## src/rtl/pixel_stream_writer.sv

```systemverilog
// pixel_stream_writer
//    Accepts a valid/ready pixel stream framed by SOF/EOL markers and turns it
//    into linear frame-buffer writes (address = y*H_RES + x).
//    Malformed framing (short, overlong or restarted lines) sets a sticky error.
//
// Ports
//    iCLK, iRST                  clock, asynchronous active-high reset
//    iPIX_VALID/DATA/SOF/EOL     source pixel stream
//    oPIX_READY                  sink ready (transfer = iPIX_VALID & oPIX_READY)
//    iFREEZE                     blocks the start of a new frame while idle
//    oWR_EN/ADDR/DATA            registered frame-buffer write port
//    oFRAME_DONE                 one-cycle pulse, aligned with the last write
//    oFRAME_CNT                  completed frames, wraps 255 -> 0
//    oERR                        sticky framing error, cleared by reset only
module pixel_stream_writer #(
   parameter int H_RES = 320,
   parameter int V_RES = 240
) (
   input  logic        iCLK,
   input  logic        iRST,
   input  logic        iPIX_VALID,
   input  logic [23:0] iPIX_DATA,
   input  logic        iPIX_SOF,
   input  logic        iPIX_EOL,
   output logic        oPIX_READY,
   input  logic        iFREEZE,
   output logic [16:0] oWR_ADDR,
   output logic [23:0] oWR_DATA,
   output logic        oWR_EN,
   output logic        oFRAME_DONE,
   output logic [7:0]  oFRAME_CNT,
   output logic        oERR
);

   localparam logic [8:0]  LINE_LEN  = 9'(H_RES);
   localparam logic [16:0] LINE_STEP = 17'(H_RES);
   localparam logic [7:0]  LAST_LINE = 8'(V_RES - 1);

   typedef enum logic [0:0] {
      WAIT_SOF = 1'b0,
      ACTIVE   = 1'b1
   } state_t;

   state_t      state_r, stateNext_s;
   logic [8:0]  x_r, xNext_s;
   logic [7:0]  y_r, yNext_s;
   logic [16:0] base_r, baseNext_s;

   logic        ready_s;
   logic        xfer_s;
   logic        accept_s;
   logic        wrEn_s;
   logic [16:0] wrAddr_s;
   logic        errSet_s;
   logic        done_s;
   logic [8:0]  effX_s;
   logic [8:0]  postX_s;
   logic [7:0]  effY_s;
   logic [16:0] effBase_s;

   logic        wrEn_r;
   logic [16:0] wrAddr_r;
   logic [23:0] wrData_r;
   logic        frameDone_r;
   logic [7:0]  frameCnt_r;
   logic        err_r;

   // Ready: forced low in reset, always high mid-frame, gated by freeze while idle
   always_comb begin
      if (iRST) begin
         ready_s = 1'b0;
      end else if (state_r == ACTIVE) begin
         ready_s = 1'b1;
      end else begin
         ready_s = ~iFREEZE;
      end
   end

   assign xfer_s = iPIX_VALID & ready_s;

   // Next-state / write decode; SOF first rewinds the position, then the
   // pixel is placed, then EOL advances to the next line
   always_comb begin
      stateNext_s = state_r;
      xNext_s     = x_r;
      yNext_s     = y_r;
      baseNext_s  = base_r;
      accept_s    = 1'b0;
      wrEn_s      = 1'b0;
      wrAddr_s    = 17'd0;
      errSet_s    = 1'b0;
      done_s      = 1'b0;
      effX_s      = x_r;
      effY_s      = y_r;
      effBase_s   = base_r;
      postX_s     = x_r;

      if (xfer_s) begin
         if (iPIX_SOF) begin
            // SOF while a frame is in progress abandons that frame
            accept_s  = 1'b1;
            effX_s    = 9'd0;
            effY_s    = 8'd0;
            effBase_s = 17'd0;
            errSet_s  = (state_r == ACTIVE);
         end else if (state_r == ACTIVE) begin
            accept_s = 1'b1;
         end else begin
            accept_s = 1'b0;
         end
      end else begin
         accept_s = 1'b0;
      end

      if (accept_s) begin
         if (effX_s < LINE_LEN) begin
            wrEn_s   = 1'b1;
            wrAddr_s = effBase_s + {8'd0, effX_s};
            postX_s  = effX_s + 9'd1;
         end else begin
            // overlong line: drop the pixel and hold x at the line length
            errSet_s = 1'b1;
            postX_s  = effX_s;
         end

         if (iPIX_EOL) begin
            errSet_s = errSet_s | (postX_s != LINE_LEN);
            if (effY_s == LAST_LINE) begin
               done_s      = 1'b1;
               stateNext_s = WAIT_SOF;
               xNext_s     = 9'd0;
               yNext_s     = 8'd0;
               baseNext_s  = 17'd0;
            end else begin
               stateNext_s = ACTIVE;
               xNext_s     = 9'd0;
               yNext_s     = effY_s + 8'd1;
               baseNext_s  = effBase_s + LINE_STEP;
            end
         end else begin
            stateNext_s = ACTIVE;
            xNext_s     = postX_s;
            yNext_s     = effY_s;
            baseNext_s  = effBase_s;
         end
      end else begin
         stateNext_s = state_r;
      end
   end

   // Position and state registers
   always_ff @(posedge iCLK or posedge iRST) begin
      if (iRST) begin
         state_r <= WAIT_SOF;
         x_r     <= 9'd0;
         y_r     <= 8'd0;
         base_r  <= 17'd0;
      end else begin
         state_r <= stateNext_s;
         x_r     <= xNext_s;
         y_r     <= yNext_s;
         base_r  <= baseNext_s;
      end
   end

   // Registered write port; address/data hold between writes
   always_ff @(posedge iCLK or posedge iRST) begin
      if (iRST) begin
         wrEn_r   <= 1'b0;
         wrAddr_r <= 17'd0;
         wrData_r <= 24'd0;
      end else begin
         wrEn_r <= wrEn_s;
         if (wrEn_s) begin
            wrAddr_r <= wrAddr_s;
            wrData_r <= iPIX_DATA;
         end else begin
            wrAddr_r <= wrAddr_r;
            wrData_r <= wrData_r;
         end
      end
   end

   // Frame completion pulse, frame counter and sticky error flag
   always_ff @(posedge iCLK or posedge iRST) begin
      if (iRST) begin
         frameDone_r <= 1'b0;
         frameCnt_r  <= 8'd0;
         err_r       <= 1'b0;
      end else begin
         frameDone_r <= done_s;
         if (done_s) begin
            frameCnt_r <= frameCnt_r + 8'd1;
         end else begin
            frameCnt_r <= frameCnt_r;
         end
         err_r <= err_r | errSet_s;
      end
   end

   assign oPIX_READY  = ready_s;
   assign oWR_EN      = wrEn_r;
   assign oWR_ADDR    = wrAddr_r;
   assign oWR_DATA    = wrData_r;
   assign oFRAME_DONE = frameDone_r;
   assign oFRAME_CNT  = frameCnt_r;
   assign oERR        = err_r;

endmodule

```

## config.mk

```make
export PLATFORM = sky130hd
export DESIGN_NAME = pixel_stream_writer
export DESIGN_NICKNAME = d
export VERILOG_FILES = /design/src/rtl/pixel_stream_writer.sv
export SDC_FILE = /design/constraint.sdc
export NUM_CORES = 1
export LEC_CHECK = 0
export CORE_UTILIZATION = 40
export DETAILED_ROUTE_END_ITERATION = 8
export PLACE_DENSITY = 0.64
export SLEW_MARGIN = 0
export SYNTH_ARGS = -nofsm -noshare
export SYNTH_HDL_FRONTEND = slang
export SYNTH_SLANG_ARGS = --single-unit
```

## constraint.sdc

```tcl
create_clock -name iCLK -period 4.4 [get_ports iCLK]
set_input_delay 0.88 -clock iCLK [delete_from_list [all_inputs] [get_ports iCLK]]
set_output_delay 0.88 -clock iCLK [all_outputs]
set_load 0.005 [all_outputs]
```

# --- After elaboration in Yosys (flattened, before gate mapping) ---
# Cells that the tools add are included.
word_totals:
  in_bits: 30
  register_bits: 87
  elab_cells: 55
classes:
  magnitude_cmp: 1
  n_mux: 33
  eq_ne: 2
  add_sub_neg: 5
  bitwise: 4
ops:
  columns: ["op", "n"]
  rows:
  - ["$mux 17", 6]
  - ["$mux 9", 5]
  - ["$mux 8", 4]
  - ["$mux 1", 18]
  - ["$add 17x9->17", 1]
  - ["$add 17x9->17 const B", 1]
  - ["$add 8x1->8 const B", 2]
  - ["$add 9x1->9 const B", 1]
  - ["$lt 9x9->1 const B", 1]
  - ["$ne 9x9->1 const B", 1]
  - ["$eq 8x8->1 const B", 1]
  - ["$or 1x1->1", 2]
  - ["$and 1x1->1", 1]
  - ["$not 1->1", 1]

# --- Logic depth before layout (Yosys ltp) ---
# Gate-level depths: netlist (run 1).
logic_depth:
  depth_word: 13
  mapped_depth: 15

# --- Worst setup path before layout (run 1) ---
# OpenSTA, ideal clock, no wires.
synth_timing:
  path_kind: "input to output"
  from: "input port iRST"
  to: "output port oPIX_READY"
  t_arrival_ns: 3.013
  slack_ns: 0.507
  cell_stages: 2
  path_buffers: 0
  cell_sequence: "inv_1 > and2_1"
synth_between:
  elab_chain_len: 1
synth_lines:
  columns: ["item", "line_no", "source"]
  rows:
  - ["from (decl)", "20", "input logic iRST,"]
  - ["$mux 1", "70", "if (iRST) begin"]
  - ["to (decl)", "25", "output logic oPIX_READY,"]
# No other way between the ends.

# --- Final worst setup path (run 1) ---
layout_timing:
  from: "input port iPIX_VALID"
  to: "register wrAddr_r[14] (netlist: oWR_ADDR[14])"
layout_between:
  elab_chain_len: 5
  word_cells_on_any_way: 10
  classes_between: "add/sub (1); order compare (1); mux (7); bitwise (1)"
layout_lines:
  columns: ["item", "line_no", "source"]
  rows:
  - ["from (decl)", "21", "input logic iPIX_VALID,"]
  - ["$and 1x1->1 *", "79", "assign xfer_s = iPIX_VALID & ready_s;"]
  - ["$mux 17 or $mux 9 (tied branches)", "98", "if (xfer_s) begin"]
  - ["$add 17x9->17 or $lt 9x9->1 (tied branches)", "118, 116", null]
  - ["$mux 17 or $mux 1 (tied branches)", "116", "if (effX_s < LINE_LEN) begin"]
  - ["$mux 17 or $mux 1 (tied branches)", "115", "if (accept_s) begin"]
  - ["to (signal assigned)", "175", "wrAddr_r <= wrAddr_s;"]
  - ["to (signal assigned)", "178", "wrAddr_r <= wrAddr_r;"]
  - ["to (decl)", "62", "logic [16:0] wrAddr_r;"]
# Every way passes the cells marked *; elsewhere a longest branch is shown, timed or not.
# A chain may end at the register's enable or synchronous reset.

==> results of run 1 <==
-- cell type report --
type,count,area share
multi-input combinational,406,0.391
sequential,87,0.364
timing repair buffer,99,0.158
inverter,9,0.00585
clock buffer,10,0.0399
clock inverter,6,0.0113
tap,143,0.0299
-- power by group --
| part | internal [mW] | total, mW | switching (mW) |
|---|---|---|---|
| Combinational | 0.300 | 0.572 | 0.272 |
| Sequential | 0.924 | 1.04 | 0.118 |
| Clock | 0.457 | 0.779 | 0.321 |
-- worst max path at each step --
stage / from / end / slack (ns) / depth (start not counted)
after CTS: iPIX_VALID / oWR_ADDR[14] / 0.40 / 12
after global routing: iPIX_VALID / oWR_ADDR[16] / 0.17 / 11
after global placement: iPIX_VALID / oWR_ADDR[16] / 0.30 / 12
after detailed placement: iPIX_VALID / oWR_ADDR[14] / 0.03 / 12
final: iPIX_VALID / oWR_ADDR[14] / 0.36 / 12
after floorplan: iRST / oPIX_READY / 0.51 / 2
-- flip-flops by register name, summed over array words and instances, names as in the netlist, 8 cells and up --
name	flops
oWR_DATA	24
base_r	17
oWR_ADDR	17
x_r	9
oFRAME_CNT	8
y_r	8
-- layout by cell type (no fill, tap or decap), drive strengths merged, types with 3 or more instances in the layout --
cell type      netlist  routed
o21a                 3       3
a21o                 7       7
o21ai               46      46
nor2                26      26
and3                10      10
o31ai                6       6
clkbuf              15      10
ha                  12      12
xor2                 9       9
and2                25      25
a21oi               10      10
a311oi               6       6
buf                 16      17
a31o                 3       3
a32o                 3       3
nand4               11      11
o41ai                3       3
nand2              131     131
clkinv               0       3
a22o                 3       3
nor3                 6       6
or3                  3       3
dfrtp               87      87
nand3               21      21
a211oi               5       5
a31oi                9       9
inv                  9       9
clkdlybuf4s50        0      82
nor2b                3       3
xnor2               12      12
-- logic make-up after synthesis --
logic type | after synthesis | synth area share
multiplexers | 2 | 0.00427
AO/OA/AOI/OAI | 124 | 0.179
XOR/XNOR | 21 | 0.0393
buffers and inverters | 40 | 0.0374
adder cells (fa/ha/maj) | 12 | 0.0321
flip-flops | 87 | 0.465
AND/OR/NAND/NOR | 247 | 0.243
-- worst max-delay path: cells and delay by family --
kind	cells	cell delay [ns]
AOI/OAI and AO/OA	6	1.66
buffers and inverters	2	0.77
and+or+nand+nor	3	0.70
adders and majority gates	1	0.28
-- metal layers --
metal | GRT usage | share of wire | vias to the layer above
met4 | 0.0855 | 0.016 | 0
met5 | 0 | 0 | -
met1 | 0.283 | 0.47 | 2017
met2 | 0.313 | 0.45 | 149
li1 | - | - | 2039
met3 | 0.0364 | 0.063 | 16
-- Yosys cell counts (3+ instances only) --
cell type / n
o21ai_0: 42
o21a_1: 3
dfrtp_1: 87
nor2_1: 26
nand3_1: 21
a21o_1: 7
a31oi_1: 8
nor3_1: 6
nand2_1: 131
a32o_1: 3
ha_1: 12
nand4_1: 11
and2_1: 25
o21ai_1: 3
nor2b_1: 3
or3_1: 3
xor2_1: 9
a211oi_1: 5
a311oi_1: 6
o31ai_1: 6
buf_2: 14
xnor2_1: 12
clkbuf_1: 15
inv_1: 8
and3_1: 10
a22o_1: 3
o41ai_1: 3
a21oi_1: 10
==> summary.json, run 1 <==
{
  "synth_seq_cells": 87,
  "placed_area_mm2": 0.00568,
  "synthArstFlopShare": 1.00,
  "total_vias_in_the_final_route": 4221,
  "number_of_gates_resized_after_cts": 0,
  "die_area_mm2": 0.0121,
  "place_congestion": 0.917,
  "setup.reg_to_reg.worst_slack_ns": 0.97,
  "seq_area_frac_synth": 0.465,
  "final-max-slew-violation-count": 0,
  "worstSkewPairLatency_ns": 0.34,
  "fin_hold_ws_ns": 0.471,
  "design_area_mm2": 0.00599,
  "clk_path_buf_depth": 2,
  "post-route-util": 0.524,
  "vias_per_cell": 5.55,
  "total_power_mw": 2.39,
  "drc": 0,
  "final.setup.tns_ns": 0,
  "cts_made_buffers": 9,
  "p_leak_nw": 2.66,
  "cp_max_fo": 15,
  "cts_hold_repair.buffers": 0,
  "numClockSinks": 87,
  "stdcell_count": 760,
  "finalCriticalPeriod_ns": 4.04,
  "min_period_over_period": 0.918,
  "final.setup_skew_ns": 0.0103,
  "antennaDiodeCount": 0,
  "regToRegEndpoint": "oWR_ADDR[14]",
  "grt_overflow": 0,
  "die_h_um": 110,
  "register_area_mm2": 0.00218,
  "tritoncts": "yes",
  "fp.dieW_um": 110,
  "critPathKind": "input port to flop",
  "fmaxAchievable_mhz": 248,
  "track_usage": 0.204,
  "wl_cell_um": 15.6,
  "site_row_count": 39,
  "slowest_stage": "clkdlybuf4s50_1",
  "total_of_fill_cells_in_the_finished_design": 1064,
  "grt_setup_unrepaired": "no",
  "first_global_vias": 3974,
  "hp-class": "flop to flop",
  "totalWireLength_um": 11800,
  "cellPowerDensity_mw_per_mm2": 400,
  "maximum_vdd_ir_drop_v": 0.000192,
  "wire_length_of_the_first_global_routing_pass_um": 19300,
  "design.final.nets": 654,
  "postRouteAntennaNets": 0,
  "worst_hold_path.num_cells": 2,
  "clkTransAtPathRegs_ns": 0.06,
  "critical_path.cell_chain": "clkdlybuf4s50_1 -> nor2b_1 -> nand3_1 -> buf_4 -> and2_1 -> ha_1 -> a211oi_1 -> o21bai_1 -> a31o_1 -> a31oi_1 -> o311ai_0 -> a31oi_1",
  "placeable_area_mm2": 0.0114,
  "yosys-top-cells-area": "dfrtp_1, nand2_1, o21ai_0",
  "r2r-start": "state_r",
  "status": "complete, no violations",
  "io_buffers": 82,
  "crit_path_start_kind": "input port",
  "timing_worst_slew_pin_value_ns": 0.734,
  "dominantRegCellSynth": "dfrtp_1",
  "yosysTopAreaCell": "dfrtp_1",
  "synthesis.instances": 533,
  "critical_path_required_ns": 4.66,
  "timing.final.setup_violations": 0,
  "synth.cell_area_mm2": 0.00468,
  "initial_utilization": 0.410,
  "deepest_level_of_the_cts_h_tree": 3,
  "synth-warning-count": 0,
  "endpoint_kind": "flop",
  "detailedRoute.firstIterationViolations": 260,
  "hold_path_end": "oWR_DATA[20]",
  "dp_hpwl_um": 8430,
  "grt_antenna_before_repair": 0,
  "hold_path.startpoint": "oWR_DATA[20]",
  "drtPass1Iterations": 4,
  "synthesis.nets": 575,
  "critical-path-top-cell-by-count": "a31oi_1",
  "multiInputGateArea_mm2": 0.00234,
  "post_synth_edffs": 0,
  "cts_root_buffer": "clkbuf_16",
  "placedCellCount": 744,
  "final_hold_viol_count": 0,
  "syn_area_per_cell_um2": 8.79,
  "ff2ff_path_depth": 11,
  "place_ws_ns": 0.0348,
  "drive_above_1_share": 0.0616,
  "timing.max_slew.rel_slack": 0.511,
  "area.growth.synth_to_final_pct": 27.8,
  "netlist.area_leader.share": 0.465,
  "synth.distinct_cells": 59,
  "data_arrival_critical_path_ns": 4.30,
  "post_cts.repair.setup_buffers": 0,
  "maxCapViolCount": 0,
  "post-route-worst-setup-slack_ns": 0.360,
  "critical-path-max-stage-delay_ns": 0.45,
  "grt_max_degree": 59,
  "io-pin-count": 83
}
Note: power is estimated with default switching activity, not from simulation.
==> run 2, diff against run 1 <==
--- a/config.mk
+++ b/config.mk
@@ -6,9 +6,11 @@
 export NUM_CORES = 1
 export LEC_CHECK = 0
 export CORE_UTILIZATION = 40
+export CTS_CLUSTER_DIAMETER = 60
 export DETAILED_ROUTE_END_ITERATION = 8
 export PLACE_DENSITY = 0.64
 export SLEW_MARGIN = 0
 export SYNTH_ARGS = -nofsm -noshare
 export SYNTH_HDL_FRONTEND = slang
 export SYNTH_SLANG_ARGS = --single-unit
+export TNS_END_PERCENT = 10
==> results of run 2 <==
The final DEF is identical to that of run 1; final timing and power are the same.
